### src/rtl/stop_watch_disp_pkg.sv
// Shared types and constants for the stopwatch display: FSM states, limits
// and active-low segment patterns {dp,g,f,e,d,c,b,a}.
package stop_watch_disp_pkg;

    typedef enum logic [1:0] {
        IDLE  = 2'd0,
        LOAD  = 2'd1,
        SHIFT = 2'd2,
        DONE  = 2'd3
    } state_t;

    localparam int NUM_DIGITS  = 5;
    localparam int MS_MAX      = 999;
    localparam int SEC_MAX     = 59;
    localparam int SHIFT_STEPS = 10;

    localparam logic [7:0] SEG_0     = 8'hC0;
    localparam logic [7:0] SEG_1     = 8'hF9;
    localparam logic [7:0] SEG_2     = 8'hA4;
    localparam logic [7:0] SEG_3     = 8'hB0;
    localparam logic [7:0] SEG_4     = 8'h99;
    localparam logic [7:0] SEG_5     = 8'h92;
    localparam logic [7:0] SEG_6     = 8'h82;
    localparam logic [7:0] SEG_7     = 8'hF8;
    localparam logic [7:0] SEG_8     = 8'h80;
    localparam logic [7:0] SEG_9     = 8'h90;
    localparam logic [7:0] SEG_BLANK = 8'hFF;

    // Double-dabble correction applied to one BCD digit before each shift.
    function automatic logic [3:0] dd_adjust(input logic [3:0] d);
        return (d >= 4'd5) ? (d + 4'd3) : d;
    endfunction

endpackage

### src/rtl/seg7_dec.sv
// Combinational BCD to active-low 7-segment decoder with blank and
// decimal-point controls; codes 10-15 show blank.
module seg7_dec
    import stop_watch_disp_pkg::*;
(
    input  logic [3:0] bcd,
    input  logic       blank,
    input  logic       dp,
    output logic [7:0] seg
);

    logic [7:0] seg_raw;

    always_comb begin
        seg_raw = SEG_BLANK;
        case (bcd)
            4'd0:    seg_raw = SEG_0;
            4'd1:    seg_raw = SEG_1;
            4'd2:    seg_raw = SEG_2;
            4'd3:    seg_raw = SEG_3;
            4'd4:    seg_raw = SEG_4;
            4'd5:    seg_raw = SEG_5;
            4'd6:    seg_raw = SEG_6;
            4'd7:    seg_raw = SEG_7;
            4'd8:    seg_raw = SEG_8;
            4'd9:    seg_raw = SEG_9;
            default: seg_raw = SEG_BLANK;
        endcase
    end

    always_comb begin
        seg = seg_raw;
        if (blank || (bcd > 4'd9)) begin
            seg = SEG_BLANK;
        end else if (dp) begin
            seg[7] = 1'b0;
        end
    end

endmodule

### src/rtl/stop_watch_disp.sv
// Stopwatch display: per-frame snapshot of ms/sec, iterative double-dabble
// to BCD, 5-digit multiplexed 7-segment scan. STOP_WATCH_DISP_BLANK_EN blanks leading s10 zero.
module stop_watch_disp
    import stop_watch_disp_pkg::*;
#(
    parameter int SCAN_DIV = 16
) (
    input  logic        I_CLK,
    input  logic        I_RESN,
    input  logic [9:0]  I_TIMER_MS,
    input  logic [5:0]  I_TIMER_SEC,
    input  logic        I_HOLD,
    output logic [7:0]  O_SEG,
    output logic [4:0]  O_DIG,
    output logic [19:0] O_BCD,
    output logic        O_BUSY
);

    localparam int PW = (SCAN_DIV > 1) ? $clog2(SCAN_DIV) : 1;
    localparam logic [PW-1:0] PRESC_LAST = PW'(SCAN_DIV - 1);
    localparam logic [2:0]    IDX_LAST   = 3'(NUM_DIGITS - 1);

    logic [PW-1:0] presc_reg;
    logic [2:0]    idx_reg;
    logic          presc_term;
    logic          frame_end;

    state_t        state_reg;
    logic [3:0]    shift_cnt_reg;
    logic [9:0]    snap_ms_reg;
    logic [5:0]    snap_sec_reg;
    logic [9:0]    ms_bin_reg;
    logic [9:0]    sec_bin_reg;
    logic [19:0]   acc_reg;
    logic [19:0]   acc_adj;
    logic [19:0]   bcd_reg;
    logic          busy_reg;
    logic          first_reg;
    logic          trigger;

    logic [9:0]    ms_sat;
    logic [5:0]    sec_sat;
    logic [9:0]    ms_load;
    logic [5:0]    sec_load;

    logic [3:0]    digit_arr [NUM_DIGITS];
    logic [3:0]    cur_digit;
    logic [4:0]    dig_next;
    logic          blank_next;
    logic          dp_next;
    logic [7:0]    seg_next;
    logic [7:0]    seg_reg;
    logic [4:0]    dig_reg;

    // ---------------- scan timing ----------------
    assign presc_term = (presc_reg == PRESC_LAST);
    assign frame_end  = presc_term && (idx_reg == IDX_LAST);

    always_ff @(posedge I_CLK) begin
        if (!I_RESN) begin
            presc_reg <= '0;
            idx_reg   <= '0;
        end else if (presc_term) begin
            presc_reg <= '0;
            idx_reg   <= (idx_reg == IDX_LAST) ? 3'd0 : (idx_reg + 3'd1);
        end else begin
            presc_reg <= presc_reg + 1'b1;
        end
    end

    // ---------------- conversion ----------------
    assign ms_sat   = (I_TIMER_MS  > 10'(MS_MAX)) ? 10'(MS_MAX) : I_TIMER_MS;
    assign sec_sat  = (I_TIMER_SEC > 6'(SEC_MAX)) ? 6'(SEC_MAX) : I_TIMER_SEC;
    assign ms_load  = I_HOLD ? snap_ms_reg  : ms_sat;
    assign sec_load = I_HOLD ? snap_sec_reg : sec_sat;

    // first_reg gives the kick-off conversion right after reset release.
    assign trigger = first_reg || frame_end;

    for (genvar gi = 0; gi < NUM_DIGITS; gi++) begin : g_adj
        assign acc_adj[gi*4 +: 4] = dd_adjust(acc_reg[gi*4 +: 4]);
    end

    always_ff @(posedge I_CLK) begin
        if (!I_RESN) begin
            state_reg     <= IDLE;
            shift_cnt_reg <= '0;
            snap_ms_reg   <= '0;
            snap_sec_reg  <= '0;
            ms_bin_reg    <= '0;
            sec_bin_reg   <= '0;
            acc_reg       <= '0;
            bcd_reg       <= '0;
            busy_reg      <= 1'b0;
            first_reg     <= 1'b1;
        end else begin
            first_reg <= 1'b0;
            case (state_reg)
                IDLE: begin
                    if (trigger) begin
                        state_reg <= LOAD;
                    end
                end
                LOAD: begin
                    snap_ms_reg   <= ms_load;
                    snap_sec_reg  <= sec_load;
                    ms_bin_reg    <= ms_load;
                    sec_bin_reg   <= {4'd0, sec_load};
                    acc_reg       <= '0;
                    shift_cnt_reg <= '0;
                    busy_reg      <= 1'b1;
                    state_reg     <= SHIFT;
                end
                SHIFT: begin
                    // ms digits occupy acc[11:0], sec digits acc[19:12]; each path shifts in its own MSB.
                    acc_reg[11:0]  <= {acc_adj[10:0],  ms_bin_reg[9]};
                    acc_reg[19:12] <= {acc_adj[18:12], sec_bin_reg[9]};
                    ms_bin_reg     <= {ms_bin_reg[8:0],  1'b0};
                    sec_bin_reg    <= {sec_bin_reg[8:0], 1'b0};
                    if (shift_cnt_reg == 4'(SHIFT_STEPS - 1)) begin
                        state_reg <= DONE;
                    end else begin
                        shift_cnt_reg <= shift_cnt_reg + 4'd1;
                    end
                end
                DONE: begin
                    bcd_reg   <= acc_reg;
                    busy_reg  <= 1'b0;
                    state_reg <= IDLE;
                end
                default: begin
                    state_reg <= IDLE;
                end
            endcase
        end
    end

    // ---------------- digit mux and decode ----------------
    for (genvar gi = 0; gi < NUM_DIGITS; gi++) begin : g_dig
        assign digit_arr[gi] = bcd_reg[gi*4 +: 4];
        assign dig_next[gi]  = (idx_reg != 3'(gi));
    end

    assign cur_digit = digit_arr[idx_reg];
    assign dp_next   = (idx_reg == 3'd3);

`ifdef STOP_WATCH_DISP_BLANK_EN
    assign blank_next = (idx_reg == IDX_LAST) && (bcd_reg[19:16] == 4'd0);
`else
    assign blank_next = 1'b0;
`endif

    seg7_dec u_seg7_dec (
        .bcd   (cur_digit),
        .blank (blank_next),
        .dp    (dp_next),
        .seg   (seg_next)
    );

    always_ff @(posedge I_CLK) begin
        if (!I_RESN) begin
            seg_reg <= SEG_BLANK;
            dig_reg <= '1;
        end else begin
            seg_reg <= seg_next;
            dig_reg <= dig_next;
        end
    end

    assign O_SEG  = seg_reg;
    assign O_DIG  = dig_reg;
    assign O_BCD  = bcd_reg;
    assign O_BUSY = busy_reg;

endmodule

### config.mk
export PLATFORM = sky130hd
export DESIGN_NAME = stop_watch_disp
export DESIGN_NICKNAME = d
export VERILOG_FILES = /design/src/rtl/stop_watch_disp_pkg.sv /design/src/rtl/seg7_dec.sv /design/src/rtl/stop_watch_disp.sv
export SDC_FILE = /design/constraint.sdc
export NUM_CORES = 1
export LEC_CHECK = 0
export BUFFER_PORTS_ARGS = -buffer_cell sky130_fd_sc_hd__buf_2
export CAP_MARGIN = 20
export CORE_MARGIN = 2
export CORE_UTILIZATION = 52
export CTS_CLUSTER_DIAMETER = 30
export CTS_CLUSTER_SIZE = 14
export DETAILED_ROUTE_END_ITERATION = 10
export GPL_TIMING_DRIVEN = 0
export PLACE_DENSITY = 0.71
export SYNTH_ARGS = -nofsm -noshare
export SYNTH_HDL_FRONTEND = slang
export SYNTH_SLANG_ARGS = --single-unit
### constraint.sdc
create_clock -name I_CLK -period 3.05 [get_ports I_CLK]
set_input_delay 0.4575 -clock I_CLK [delete_from_list [all_inputs] [get_ports I_CLK]]
set_output_delay 0.4575 -clock I_CLK [all_outputs]
set_load 0.02 [all_outputs]
Yosys cells after proc, flatten, opt, wreduce, memory -nomap -nowiden
Memories as Yosys holds them, arrays and structs flattened. A register that Yosys moved wholly into a read port is not among the register bits.
Cells that the tools add are included.
{ "word_totals": {"register_bits": 104, "latch_bits": 0, "ramBits": 0, "word_cells": 82, "mem_count": 1, "rom_bits": 112} }
{ "op_classes": {"n_shift": 0, "n_reduce_logical": 10, "n_mul": 0, "eq_ne": 14, "div": 0, "mux": 24, "add_sub_neg": 8, "n_lt_le_gt_ge": 9, "bitwise": 2} }
{ "memory_table": {"columns": ["memory", "depth", "width", "rd", "rd_clocked_by_memory_dff", "write_ports", "line_no", "text"], "rows": [
  ["(name not given)", 16, 7, 1, 1, 0, "seg7_dec.sv:16", "case (bcd)"]
]} }
{ "op_table": {"columns": ["operator", "count"], "rows": [
  ["10-bit one-hot mux with 2 select lines", 2],
  ["20-bit one-hot mux with 2 select lines", 1],
  ["4-bit two-way mux", 6],
  ["4-bit by 3-bit >= comparator with 1-bit output (second input constant)", 5],
  ["10-bit two-way mux", 2],
  ["4-bit by 2-bit adder with 4-bit output (second input constant)", 3],
  ["4-bit binary-select mux with 3-bit select", 1],
  ["6-bit two-way mux", 2],
  ["10-bit > comparator (second input constant)", 1],
  ["3-bit two-way mux", 3],
  ["4-bit by 1-bit adder with 4-bit output (second input constant)", 2],
  ["4-bit equality test (second input constant)", 2],
  ["2-bit one-hot mux with 4 select lines", 1],
  ["4-bit one-hot mux with 2 select lines", 1],
  ["3-bit by 2-bit adder with 3-bit output (second input constant)", 2],
  ["6-bit > comparator (second input constant)", 1],
  ["2-bit != test (second input constant)", 3],
  ["3-bit by 2-bit != test with 1-bit output (second input constant)", 2],
  ["2-bit equality test (second input constant)", 2],
  ["4-bit >= comparator (second input constant)", 1],
  ["4-bit > comparator (second input constant)", 1],
  ["2-bit two-way mux", 2],
  ["3-bit inverter with 4-bit output", 1],
  ["2-bit AND reduction", 2],
  ["15 further kinds", 18]
]} }

Logic depth before layout (Yosys ltp)
Gate-level depths: netlist of run 1.
{ "logic_depth": {"ltp_word": 6, "mapped_depth": 9, "ltp_nobuf": 8} }

By module
Synthesis of run 1 repeated with hierarchy kept, for this count alone.
{ "unflattened": {"cells_unflattened": 547, "area_unflattened_um2": 4919.7} }
{ "by_module_without_submodules": {"columns": ["module", "area_each_um2", "cells_each", "instances", "seq_area_each_um2"], "rows": [
  ["stop_watch_disp", 4689.5, 514, 1, 2082.0],
  ["seg7_dec", 230.2, 33, 1, 0.0]
]} }

Least setup slack after synthesis of run 1
Ideal clock, no wire load.
{ "synth_path": {"path_type": "reg2reg", "startpoint": "reg idx_reg[0]", "endpoint": "reg seg_reg[6] (netlist: O_SEG[6])", "required_ps": 2963, "period_less_slack_ps": 2286, "path_buffers": 1, "stages_incl_launch_ff": 9, "slack_ps": 764, "t_arrival_ps": 2199, "cell_sequence": "dfxtp_1 -> buf_6 -> mux4_2 -> a22oi_1 -> inv_1 -> ha_1 -> nor2_1 -> nor4_4 -> o31ai_1"} }
{ "synth_via": {"elab_chain_cells": 6} }
{ "synth_rtl": {"columns": ["element", "line_no", "text"], "rows": [
  ["from (decl)", "stop_watch_disp.sv:24", "logic [2:0] idx_reg;"],
  ["from (signal assigned)", "stop_watch_disp.sv:65", "idx_reg <= (idx_reg == IDX_LAST) ? 3'd0 : (idx_reg + 3'd1);"],
  ["3-bit inverter with 4-bit output (implied by the code) (*)", "stop_watch_disp.sv:144", "assign cur_digit = digit_arr[idx_reg];"],
  ["4-bit binary-select mux with 3-bit select (*)", "stop_watch_disp.sv:144", null],
  ["4-bit two-way mux (implied by the code) (*) (2 in a row)", "stop_watch_disp.sv:144", null],
  ["4-bit > comparator", "seg7_dec.sv:33", "if (blank || (bcd > 4'd9)) begin"],
  ["2-bit OR reduction (no source line)", null, null],
  ["to (decl)", "stop_watch_disp.sv:52", "logic [7:0] seg_reg;"]
]} }
Every way passes the cells marked *; elsewhere a longest branch is shown, timed or not. The select of a mux whose other input is x is not followed.
A chain may end at the register's enable or synchronous reset.

Final worst setup path of run 1
Ends and elaborated chain as after synthesis.

==> insert_results.sql, run 1 <==
INSERT INTO impl_metrics (metric_group, metric, value, unit) VALUES
('power', 'p_leak', '2.18', 'nW'),
('synthesis', 'synth.yosys.warnings', '0', ''),
('routing', 'vias_per_cell', '5.47', ''),
('finish', 'post_route_cells_drive_above_1_share', '13.8', '%'),
('floorplanning', 'core_region_area', '9240', 'um^2'),
('cts', 'hold_fix_buffer_count_after_cts', '0', ''),
('routing', 'wl', '11.2', 'mm'),
('global_routing', 'via_count_of_the_first_global_routing_pass', '3819', ''),
('synthesis', 'async_flop_share', '0', '%'),
('sta', 'timing_max_transition_violations_final', '0', ''),
('synthesis', 'synth_seq_cells', '104', ''),
('cts', 'tritoncts', 'yes', ''),
('synthesis', 'synth.top_cells.by_area', 'dfxtp_1 42%, mux2i_1 9.7%, ha_1 7.3%', ''),
('synthesis', 'synth_cells', '551', ''),
('placed_design', 'place_congestion', '0.821', ''),
('cts', 'post_cts_buffers', '0', ''),
('finish', 'num_antenna_cells', '0', ''),
('global_routing', 'grt_max_degree', '17', ''),
('sta', 'final.setup.tns', '0', 'ns'),
('placed_design', 'dpl-instance-area', '5380', 'um^2'),
('synthesis', 'synth_edf_count', '0', ''),
('setup_path', 'crit_path_end_kind', 'flip-flop', ''),
('placed_design', 'detailedPlacementHpwl', '8.28', 'mm'),
('power', 'cellPowerDensity', '648', 'nW/um^2'),
('synthesis', 'syn-num-nets', '599', ''),
('routing', 'drc', '0', ''),
('run', 'drv.max_cap_violation_count', '0', ''),
('routing', 'detailedRoute.firstIterationViolations', '208', ''),
('setup_path', 'critical_path_top_delay_cell', 'mux4_2', ''),
('floorplanning', 'floorplan.die.height', '102', 'um'),
('floorplanning', 'die_w', '102', 'um'),
('sta', 'max_freq', '0.376', 'GHz'),
('setup_path', 'worstSetupPathType', 'flip-flop to flip-flop', ''),
('global_routing', 'grt_antenna_before_repair', '0', ''),
('sta', 'period_share', '87.2', '%'),
('synthesis', 'distinct_cell_type_count_after_synthesis', '53', ''),
('cts', 'max-clock-path-buffers', '2', ''),
('floorplanning', 'num_rows', '35', ''),
('synthesis', 'syn-cell-area', '4960', 'um^2'),
('finish', 'areaGrowthSynthToFinish', '12.7', '%'),
('routing', 'num_vias', '4084', ''),
('cts', 'root_buffer', 'clkbuf_8', ''),
('synthesis', 'synthDominantAreaCellType', 'dfxtp_1', ''),
('sta', 'slew_headroom', '48.9', '%'),
('floorplanning', 'area_of_the_die', '10300', 'um^2'),
('synthesis', 'synth_top_cells_by_count', '104 x dfxtp_1, 66 x nor2_1, 49 x a21oi_1, 48 x mux2i_1, 48 x nand2_1', ''),
('routing', 'first_pass_iters', '4', ''),
('floorplanning', 'io-pin-count', '53', ''),
('global_routing', 'global_route.overflow_total', '0', ''),
('cts', 'clk_latency_worst_skew_pair', '0.38', 'ns'),
('setup_path', 'worstPathArrival', '2.95', 'ns'),
('global_routing', 'grt_first_pass_wirelength', '18.2', 'mm'),
('setup_path', 'crit_chain', 'buf_6 > mux4_2 > a22oi_1 > inv_1 > ha_1 > nor2_1 > nor4_4 > o31ai_1', ''),
('setup_path', 'worst-path-max-fanout', '10', ''),
('finish', 'finish.instance_area', '5590', 'um^2'),
('sta', 'grt_setup_unrepaired', 'false', ''),
('synthesis', 'yosysTopAreaCellShare', '42.0', '%'),
('power', 'largest_voltage_drop_on_the_vdd_net', '0.486', 'mV'),
('setup_path', 'critical_path.max_stage_delay', '0.54', 'ns'),
('cts', 'numCtsBuffers', '9', ''),
('min_path', 'min_path_type', 'input pin to flip-flop', ''),
('run_status', 'status', 'completed', ''),
('synthesis', 'postSynthAreaPerCell', '9.00', 'um^2'),
('finish', 'fillerInstances', '832', ''),
('finish', 'finalNetCount', '661', ''),
('synthesis', 'synth.most_common_cell', 'dfxtp_1', ''),
('global_routing', 'grtUsageTotal', '22.5', '%'),
('synthesis', 'synth_flop_cell', 'dfxtp_1', ''),
('cts', 'cts_num_sinks', '104', ''),
('floorplanning', 'floorplan.initialDensity', '53.7', '%'),
('synthesis', 'ys_seq_area_share', '42.0', '%');
-- stage by stage --
stage / hold slack [ns] / power (mW) / setup slack [ns] / cells
CTS: 0.322 / 3.63 / 0.403 / 747
global route: 0.326 / 3.83 / 0.166 / 747
detailed placement: 0.449 / 2.70 / 0.437 / 731
finish: 0.327 / 3.62 / 0.390 / 747
floorplan: 0.430 / 2.41 / 0.764 / 551
global placement: 0.439 / 2.67 / 0.428 / 731
-- final cells by class --
type,count,area [um^2],area share [%]
timing repair buffer,51,255,4.57
buffer,33,155,2.78
clock buffer,11,131,2.35
multi-input combinational,389,2620,46.9
tap,129,161,2.89
clock inverter,5,81.3,1.46
sequential,104,2080,37.3
inverter,25,98.8,1.77
-- critical path: cells and delay by family (launching register included) --
family / cells / cell delay (ns)
compound gates: 2 / 0.71
fa+ha+maj: 1 / 0.26
buf+inv: 2 / 0.32
flops: 1 / 0.39
mux: 1 / 0.54
simple gates: 2 / 0.35
-- per-layer routing --
metal | share of wire [%] | global-route usage (%)
met1 | 46 | 29.0
met4 | 1.8 | 8.73
met2 | 49 | 38.0
met3 | 3.5 | 3.38
met5 | 0 | 0
-- worst paths after layout --
kind / startpoint / to / cells after the start / slack [ns]
worst max-delay path: idx_reg[0]$_SDFFE_PN0N_ / O_SEG[6]$_SDFF_PP1_ / 8 / 0.39
worst min-delay path: I_TIMER_MS[6] / snap_ms_reg[6]$_SDFFE_PN0P_ / 3 / 0.33
worst max register to register: idx_reg[0]$_SDFFE_PN0N_ / O_SEG[6]$_SDFF_PP1_ / 8 / 0.39
worst min register to register: snap_ms_reg[9]$_SDFFE_PN0P_ / snap_ms_reg[9]$_SDFFE_PN0P_ / 2 / 0.46
-- cells by family (layout without fill, tap and decap cells) --
| logic type | after synthesis | in the layout | synth area share, % |
|---|---|---|---|
| simple gates | 179 | 179 | 17.3 |
| xor+xnor | 10 | 10 | 1.77 |
| flops | 104 | 104 | 42.0 |
| mux | 51 | 51 | 10.7 |
| compound gates | 120 | 120 | 15.8 |
| fa+ha+maj | 29 | 29 | 7.32 |
| buf+inv | 58 | 125 | 5.12 |
-- power breakdown --
group | internal [mW] | total (mW) | switching, mW | leakage, nW
Clock | 0.463 | 0.934 | 0.471 | 0.104
Combinational | 0.397 | 1.11 | 0.713 | 1.23
Sequential | 1.49 | 1.57 | 0.0794 | 0.845
-- cell usage in the layout, fill, tap and decap left out, types with 3 or more instances in the layout --
| cell type | instances |
|---|---|
| a22oi_1 | 3 |
| nand2b_1 | 15 |
| a32oi_1 | 5 |
| nand2_1 | 48 |
| a21oi_1 | 49 |
| nor2_1 | 66 |
| nand3_1 | 13 |
| nand4_1 | 3 |
| o31ai_1 | 6 |
| o32ai_1 | 3 |
| xnor2_1 | 7 |
| xor2_1 | 3 |
| o221ai_1 | 4 |
| buf_6 | 4 |
| ha_1 | 29 |
| clkbuf_1 | 23 |
| o221a_2 | 3 |
| clkbuf_8 | 9 |
| and2_1 | 9 |
| o21ai_0 | 23 |
| buf_2 | 52 |
| o22ai_1 | 6 |
| nor3_1 | 6 |
| o21ai_1 | 3 |
| buf_1 | 7 |
| inv_1 | 22 |
| mux2i_1 | 48 |
| nor2b_1 | 9 |
| dfxtp_1 | 104 |
No activity file was read; power rests on OpenSTA's default activity.
==> inputs of run 2 (changes only) <==
Settings changed: CORE_UTILIZATION 52 to 25, PLACE_DENSITY 0.71 to 0.4.
==> run 2 against run 1 <==
Final cell count is 18% higher; sequential power hardly changed; flip-flop and latch count stayed put; total power is 10% higher; routed wire length is 18% higher; cell area is 5.1% higher; global-route usage is 9.3 points lower; utilization is 30 points lower; highest routed layer unchanged.
==> insert_results.sql, run 2 (synthesized netlist as in run 1, its figures left out) <==
INSERT INTO impl_metrics (metric_group, metric, value, unit) VALUES
('min_path', 'min_path_type', 'input pin to flip-flop', ''),
('routing', 'route.antenna.remaining_nets', '0', ''),
('sta', 'max_freq', '0.377', 'GHz'),
('cts', 'clk_latency_worst_skew_pair', '0.35', 'ns'),
('power', 'largest_voltage_drop_on_the_vdd_net', '0.341', 'mV'),
('global_routing', 'via_count_of_the_first_global_routing_pass', '3934', ''),
('finish', 'final_cell_mix', '104 x dfxtp_1, 66 x nor2_1, 52 x buf_2', ''),
('cts', 'hold_fix_buffer_count_after_cts', '0', ''),
('routing', 'first_pass_iters', '4', ''),
('setup_path', 'rr_endpoint', 'O_SEG[6]$_SDFF_PP1_', ''),
('setup_path', 'r2r.worst_path.cells', '8', ''),
('cts', 'root_buffer', 'clkbuf_16', ''),
('finish', 'fillerInstances', '2026', ''),
('power', 'cellPowerDensity', '679', 'nW/um^2'),
('finish', 'finish.instance_area', '5870', 'um^2'),
('cts', 'cts_num_sinks', '104', ''),
('floorplanning', 'floorplan.initialDensity', '25.5', '%'),
('routing', 'num_vias', '4050', ''),
('floorplanning', 'area_of_the_die', '21000', 'um^2'),
('sta', 'finalWorstPathRequiredPeriod', '2.65', 'ns'),
('cts', 'ctsResizeCount', '0', ''),
('sta', 'grt_setup_unrepaired', 'false', ''),
('finish', 'layout_commonest_cell', 'dfxtp_1', ''),
('finish', 'post_route_cells_drive_above_1_share', '14.1', '%'),
('setup_path', 'worstPathArrival', '2.91', 'ns'),
('power', 'p_leak', '2.24', 'nW'),
('floorplanning', 'core_region_area', '19500', 'um^2'),
('finish', 'final_util', '30.2', '%'),
('sta', 'tightest_slew', '0.790', 'ns'),
('finish', 'finalNetCount', '661', ''),
('sta', 'slew_headroom', '47.3', '%'),
('run_status', 'status', 'completed', ''),
('placed_design', 'dpl-instance-area', '5550', 'um^2'),
('min_path', 'worst_hold_path.endpoint', 'snap_ms_reg[5]$_SDFFE_PN0P_', ''),
('routing', 'wl', '13.2', 'mm'),
('placed_design', 'io_buffers', '51', ''),
('power', 'design_power_total', '3.99', 'mW'),
('global_routing', 'grtUsageTotal', '13.2', '%'),
('sta', 'timing.final.hold_violations', '0', ''),
('finish', 'areaGrowthSynthToFinish', '18.5', '%'),
('global_routing', 'grt_first_pass_wirelength', '21.4', 'mm'),
('cts', 'path_clk_slew', '0.08', 'ns'),
('sta', 'whs', '0.367', 'ns'),
('floorplanning', 'die_w', '145', 'um'),
('global_routing', 'global_route.overflow_total', '0', ''),
('run', 'drv.max_cap_violation_count', '0', ''),
('sta', 'timing_max_transition_violations_final', '0', ''),
('setup_path', 'required', '3.31', 'ns'),
('min_path', 'hold_depth', '3', ''),
('sta', 'setup_viol_count_final', '0', ''),
('routing', 'drc', '0', ''),
('min_path', 'min_from', 'I_TIMER_MS[5]', ''),
('finish', 'seqCellArea', '2080', 'um^2'),
('placed_design', 'place_congestion', '0.790', ''),
('floorplanning', 'num_rows', '51', ''),
('cts', 'max-clock-path-buffers', '2', ''),
('cts', 'numCtsBuffers', '9', ''),
('routing', 'vias_per_cell', '4.59', ''),
('cts', 'max_h_tree_level', '3', ''),
('cts', 'post_cts_buffers', '0', ''),
('finish', 'multi_input_area', '2620', 'um^2'),
('finish', 'num_antenna_cells', '0', ''),
('routing', 'avgRoutedWirePerCell', '15.0', 'um'),
('setup_path', 'worst-path-max-fanout', '10', ''),
('sta', 'final.setup.tns', '0', 'ns'),
('setup_path', 'crit_path_end_kind', 'flip-flop', ''),
('floorplanning', 'floorplan.die.height', '145', 'um'),
('floorplanning', 'io-pin-count', '53', ''),
('setup_path', 'worstSetupPathType', 'flip-flop to flip-flop', ''),
('setup_path', 'setup.worst_path.start_class', 'flip-flop', ''),
('cts', 'tritoncts', 'yes', ''),
('sta', 'period_share', '87.0', '%'),
('setup_path', 'r2r_start', 'idx_reg[0]$_SDFFE_PN0N_', ''),
('setup_path', 'reg2reg_slack', '0.40', 'ns'),
('sta', 'post_route_clock_skew', '0.00837', 'ns'),
('placed_design', 'detailedPlacementHpwl', '9.87', 'mm'),
('global_routing', 'grt_antenna_before_repair', '0', ''),
('routing', 'detailedRoute.firstIterationViolations', '177', ''),
('global_routing', 'grt_max_degree', '18', '');
run 2: cell types whose count changed in the layout (fill, tap and decap cells not counted):
cell       delta
clkbuf_8      -8
clkbuf_1      -2
inv_6         +1
clkbuf_16     +9
run 2: power by group:
group	switching [mW]	internal, mW	total (mW)
combinational	0.732	0.396	1.13
sequential	0.0796	1.49	1.57
clock	0.539	0.746	1.28
total	1.35	2.64	3.99
run 2: stage by stage:
stage	instances	worst slack, ns
5_1_grt	883	0.185
2_1_floorplan	551	0.764
6_report	883	0.395
3_3_place_gp	867	0.405
4_1_cts	883	0.358
3_5_place_dp	867	0.384
run 2: final cells by class:
| cell class | count | area share [%] |
|---|---|---|
| multi-input combinational | 389 | 44.6 |
| sequential | 104 | 35.4 |
| tap | 265 | 5.64 |
| timing repair buffer | 51 | 4.35 |
| clock buffer | 10 | 4.07 |
| buffer | 33 | 2.64 |
| inverter | 25 | 1.68 |
| clock inverter | 6 | 1.53 |
run 2: per-layer routing:
metal	global-route usage, %	share of wire (%)
met1	17.5	49
met2	22.1	47
met3	2.86	3.2
met4	3.07	1.1
met5	0	0
run 2: worst max-delay path, stage by stage, from the launching register on:
cell     delay [ns]
dfxtp_1        0.38
buf_6          0.20
mux4_2         0.54
a22oi_1        0.46
inv_1          0.14
ha_1           0.26
nor2_1         0.27
nor4_4         0.08
o31ai_1        0.24
run 2: worst max-delay path by stage:
stage,start,end,slack [ns],cells past startpoint
after floorplan,idx_reg[0]$_SDFFE_PN0N_,O_SEG[6]$_SDFF_PP1_,0.76,8
after global placement,idx_reg[0]$_SDFFE_PN0N_,O_SEG[6]$_SDFF_PP1_,0.40,8
after detailed placement,idx_reg[0]$_SDFFE_PN0N_,O_SEG[6]$_SDFF_PP1_,0.38,8
after CTS,idx_reg[0]$_SDFFE_PN0N_,O_SEG[6]$_SDFF_PP1_,0.36,8
after global routing,idx_reg[0]$_SDFFE_PN0N_,O_SEG[6]$_SDFF_PP1_,0.18,8
final,idx_reg[0]$_SDFFE_PN0N_,O_SEG[6]$_SDFF_PP1_,0.40,8
==> inputs of run 3 (changes only) <==
Settings changed: SETUP_SLACK_MARGIN set to 0.02.
Clock period 3.05 ns to 2.7 ns, I/O delays scaled along.
==> run 3 against run 2 <==
Global-route usage hardly changed; non-clock buffer count stayed put; setup slack worse by 0.16 ns; via count is 0.32% lower; sequential power is 13% higher; critical endpoint unchanged.
==> insert_results.sql, run 3 (synthesized netlist as in run 1, its figures left out) <==
INSERT INTO impl_metrics (metric_group, metric, value, unit) VALUES
('placed_design', 'place_inst', '867', ''),
('power', 'total_switching_power', '1.53', 'mW'),
('setup_path', 'setup.worst_path.start_class', 'flip-flop', ''),
('routing', 'wl_met1', '6.44', 'mm'),
('setup_path', 'worstPathArrival', '2.72', 'ns'),
('routing', 'drc', '0', ''),
('placed_design', 'place_congestion', '0.790', ''),
('cts', 'max-clock-path-buffers', '2', ''),
('sta', 'final.setup.tns', '0', 'ns'),
('setup_path', 'critical_path_top_delay_cell', 'mux4_2', ''),
('sta', 'whs', '0.315', 'ns'),
('sta', 'timing_max_transition_violations_final', '0', ''),
('global_routing', 'grt_antenna_before_repair', '0', ''),
('cts', 'tritoncts', 'yes', ''),
('cts', 'numCtsBuffers', '9', ''),
('routing', 'detailedRoute.firstIterationViolations', '169', ''),
('power', 'pwr-share-seq', '39.5', '%'),
('run_status', 'status', 'completed', ''),
('setup_path', 'rr_endpoint', 'O_SEG[6]$_SDFF_PP1_', ''),
('routing', 'avgRoutedWirePerCell', '15.0', 'um'),
('power', 'largest_voltage_drop_on_the_vdd_net', '0.385', 'mV'),
('cts', 'hold_fix_buffer_count_after_cts', '0', ''),
('sta', 'slew_headroom', '48.3', '%'),
('finish', 'finish.instance_area', '5880', 'um^2'),
('power', 'sw_frac_of_total', '33.9', '%'),
('setup_path', 'worst-path-max-fanout', '10', ''),
('finish', 'finalNetCount', '661', ''),
('sta', 'period_share', '91.4', '%'),
('global_routing', 'via_count_of_the_first_global_routing_pass', '3935', ''),
('setup_path', 'r2r.worst_path.cells', '8', ''),
('sta', 'grt_setup_unrepaired', 'false', ''),
('setup_path', 'crit_chain', 'buf_6 > mux4_2 > a22oi_2 > inv_1 > ha_1 > nor2_1 > nor4_4 > o31ai_1', ''),
('finish', 'layout_commonest_cell', 'dfxtp_1', ''),
('routing', 'wl', '13.2', 'mm'),
('sta', 'finalWorstPathRequiredPeriod', '2.47', 'ns'),
('setup_path', 'crit_path_end_kind', 'flip-flop', ''),
('floorplanning', 'num_rows', '51', ''),
('floorplanning', 'floorplan.die.height', '145', 'um'),
('sta', 'tightest_slew', '0.775', 'ns'),
('floorplanning', 'area_of_the_die', '21000', 'um^2'),
('min_path', 'min_path_type', 'input pin to flip-flop', ''),
('cts', 'cts_num_sinks', '104', ''),
('finish', 'final_cell_mix', '104 x dfxtp_1, 66 x nor2_1, 52 x buf_2', ''),
('setup_path', 'required', '2.96', 'ns'),
('setup_path', 'r2r_start', 'idx_reg[0]$_SDFFE_PN0N_', ''),
('cts', 'max_h_tree_level', '3', ''),
('placed_design', 'io_buffers', '51', ''),
('routing', 'num_vias', '4037', ''),
('cts', 'root_buffer', 'clkbuf_16', ''),
('floorplanning', 'core_region_area', '19500', 'um^2'),
('floorplanning', 'floorplan.initialDensity', '25.5', '%'),
('routing', 'top_layer_reached_by_signal_wires', 'met4', ''),
('sta', 'setup_viol_count_final', '0', ''),
('sta', 'max_freq', '0.405', 'GHz'),
('global_routing', 'grtUsageTotal', '13.2', '%'),
('finish', 'final_non_filler_cells', '883', ''),
('floorplanning', 'die_w', '145', 'um'),
('run', 'drv.max_cap_violation_count', '0', ''),
('power', 'cellPowerDensity', '766', 'nW/um^2'),
('routing', 'first_pass_iters', '4', ''),
('finish', 'num_antenna_cells', '0', ''),
('cts', 'clk_latency_worst_skew_pair', '0.35', 'ns'),
('global_routing', 'grt_first_pass_wirelength', '21.4', 'mm'),
('sta', 'post_route_clock_skew', '0.00728', 'ns'),
('global_routing', 'grt_max_degree', '18', ''),
('finish', 'fillerInstances', '2025', ''),
('routing', 'vias_per_cell', '4.57', ''),
('routing', 'wl_met2', '6.18', 'mm'),
('finish', 'post_route_cells_drive_above_1_share', '14.2', '%'),
('setup_path', 'worstSetupPathType', 'flip-flop to flip-flop', ''),
('floorplanning', 'io-pin-count', '53', ''),
('finish', 'final_util', '30.2', '%'),
('power', 'p_leak', '2.24', 'nW'),
('placed_design', 'dpl-instance-area', '5550', 'um^2'),
('routing', 'wl_met3', '443', 'um'),
('finish', 'areaGrowthSynthToFinish', '18.6', '%'),
('power', 'pwr-share-comb', '28.3', '%'),
('setup_path', 'setup.worst_path.start', 'idx_reg[0]$_SDFFE_PN0N_', ''),
('setup_path', 'critical_path.max_stage_delay', '0.54', 'ns'),
('sta', 'timing.final.hold_violations', '0', ''),
('placed_design', 'detailedPlacementHpwl', '9.87', 'mm'),
('setup_path', 'reg2reg_slack', '0.23', 'ns'),
('cts', 'path_clk_slew', '0.07', 'ns'),
('global_routing', 'global_route.overflow_total', '0', ''),
('routing', 'route.antenna.remaining_nets', '0', ''),
('power', 'power.share.clock', '32.2', '%'),
('setup_path', 'setup.worst_path.end', 'O_SEG[6]$_SDFF_PP1_', ''),
('power', 'internal_power', '2.98', 'mW');
[run 3: stage by stage]
stage	worst slack (ns)	total power, mW
floorplan	0.414	2.72
global placement	0.0545	3.09
detailed placement	0.0337	3.11
CTS	0.203	4.58
global route	0.0811	4.80
finish	0.233	4.50
[run 3: worst min-delay path by stage]
stage / depth (start not counted) / slack (ns) / startpoint / endpoint
6_report: 3 / 0.32 / I_TIMER_MS[5] / snap_ms_reg[5]$_SDFFE_PN0P_
5_1_grt: 3 / 0.32 / I_TIMER_SEC[3] / snap_sec_reg[3]$_SDFFE_PN0P_
4_1_cts: 3 / 0.30 / I_TIMER_MS[5] / snap_ms_reg[5]$_SDFFE_PN0P_
3_5_place_dp: 2 / 0.45 / snap_ms_reg[6]$_SDFFE_PN0P_ / snap_ms_reg[6]$_SDFFE_PN0P_
3_3_place_gp: 2 / 0.44 / snap_sec_reg[4]$_SDFFE_PN0P_ / snap_sec_reg[4]$_SDFFE_PN0P_
2_1_floorplan: 1 / 0.43 / presc_reg[0]$_SDFF_PP0_ / presc_reg[0]$_SDFF_PP0_
[run 3: cell type report]
| type | instances | area [um^2] | share of cell area, % |
|---|---|---|---|
| multi-input combinational | 389 | 2630 | 44.7 |
| clock inverter | 6 | 90.1 | 1.53 |
| timing repair buffer | 51 | 255 | 4.34 |
| inverter | 25 | 98.8 | 1.68 |
| buffer | 33 | 155 | 2.64 |
| tap | 265 | 332 | 5.64 |
| sequential | 104 | 2080 | 35.4 |
| clock buffer | 10 | 239 | 4.06 |
[run 3: worst max-delay path, delay by kind of cell, from the launching register on]
family	cells	cell delay, ns
adder cells (fa/ha/maj)	1	0.24
flip-flops	1	0.38
multiplexers	1	0.54
buffers and inverters	2	0.31
AO/OA/AOI/OAI	2	0.55
AND/OR/NAND/NOR	2	0.35
[run 3: power groups by stage]
| stage | clock (mW) | combinational (mW) | sequential [mW] |
|---|---|---|---|
| final | 1.45 | 1.28 | 1.78 |
| after CTS | 1.50 | 1.31 | 1.78 |
| after global placement | 0 | 1.29 | 1.81 |
| after global routing | 1.56 | 1.45 | 1.80 |
| after detailed placement | 0 | 1.30 | 1.81 |
| after floorplan | 0 | 0.919 | 1.80 |
[run 3: metal layers]
metal	vias to the layer above	GRT usage, %
met1	1918	17.4
met2	76	22.1
met4	0	3.07
li1	2032	-
met3	11	2.86
met5	-	0
[run 3: timing repair]
item | in CTS | in global routing
setup endpoints to repair | 1 | 0
setup buffers | 0 | 0
hold endpoints to repair | 0 | 0
gates resized for setup | 1 | 0
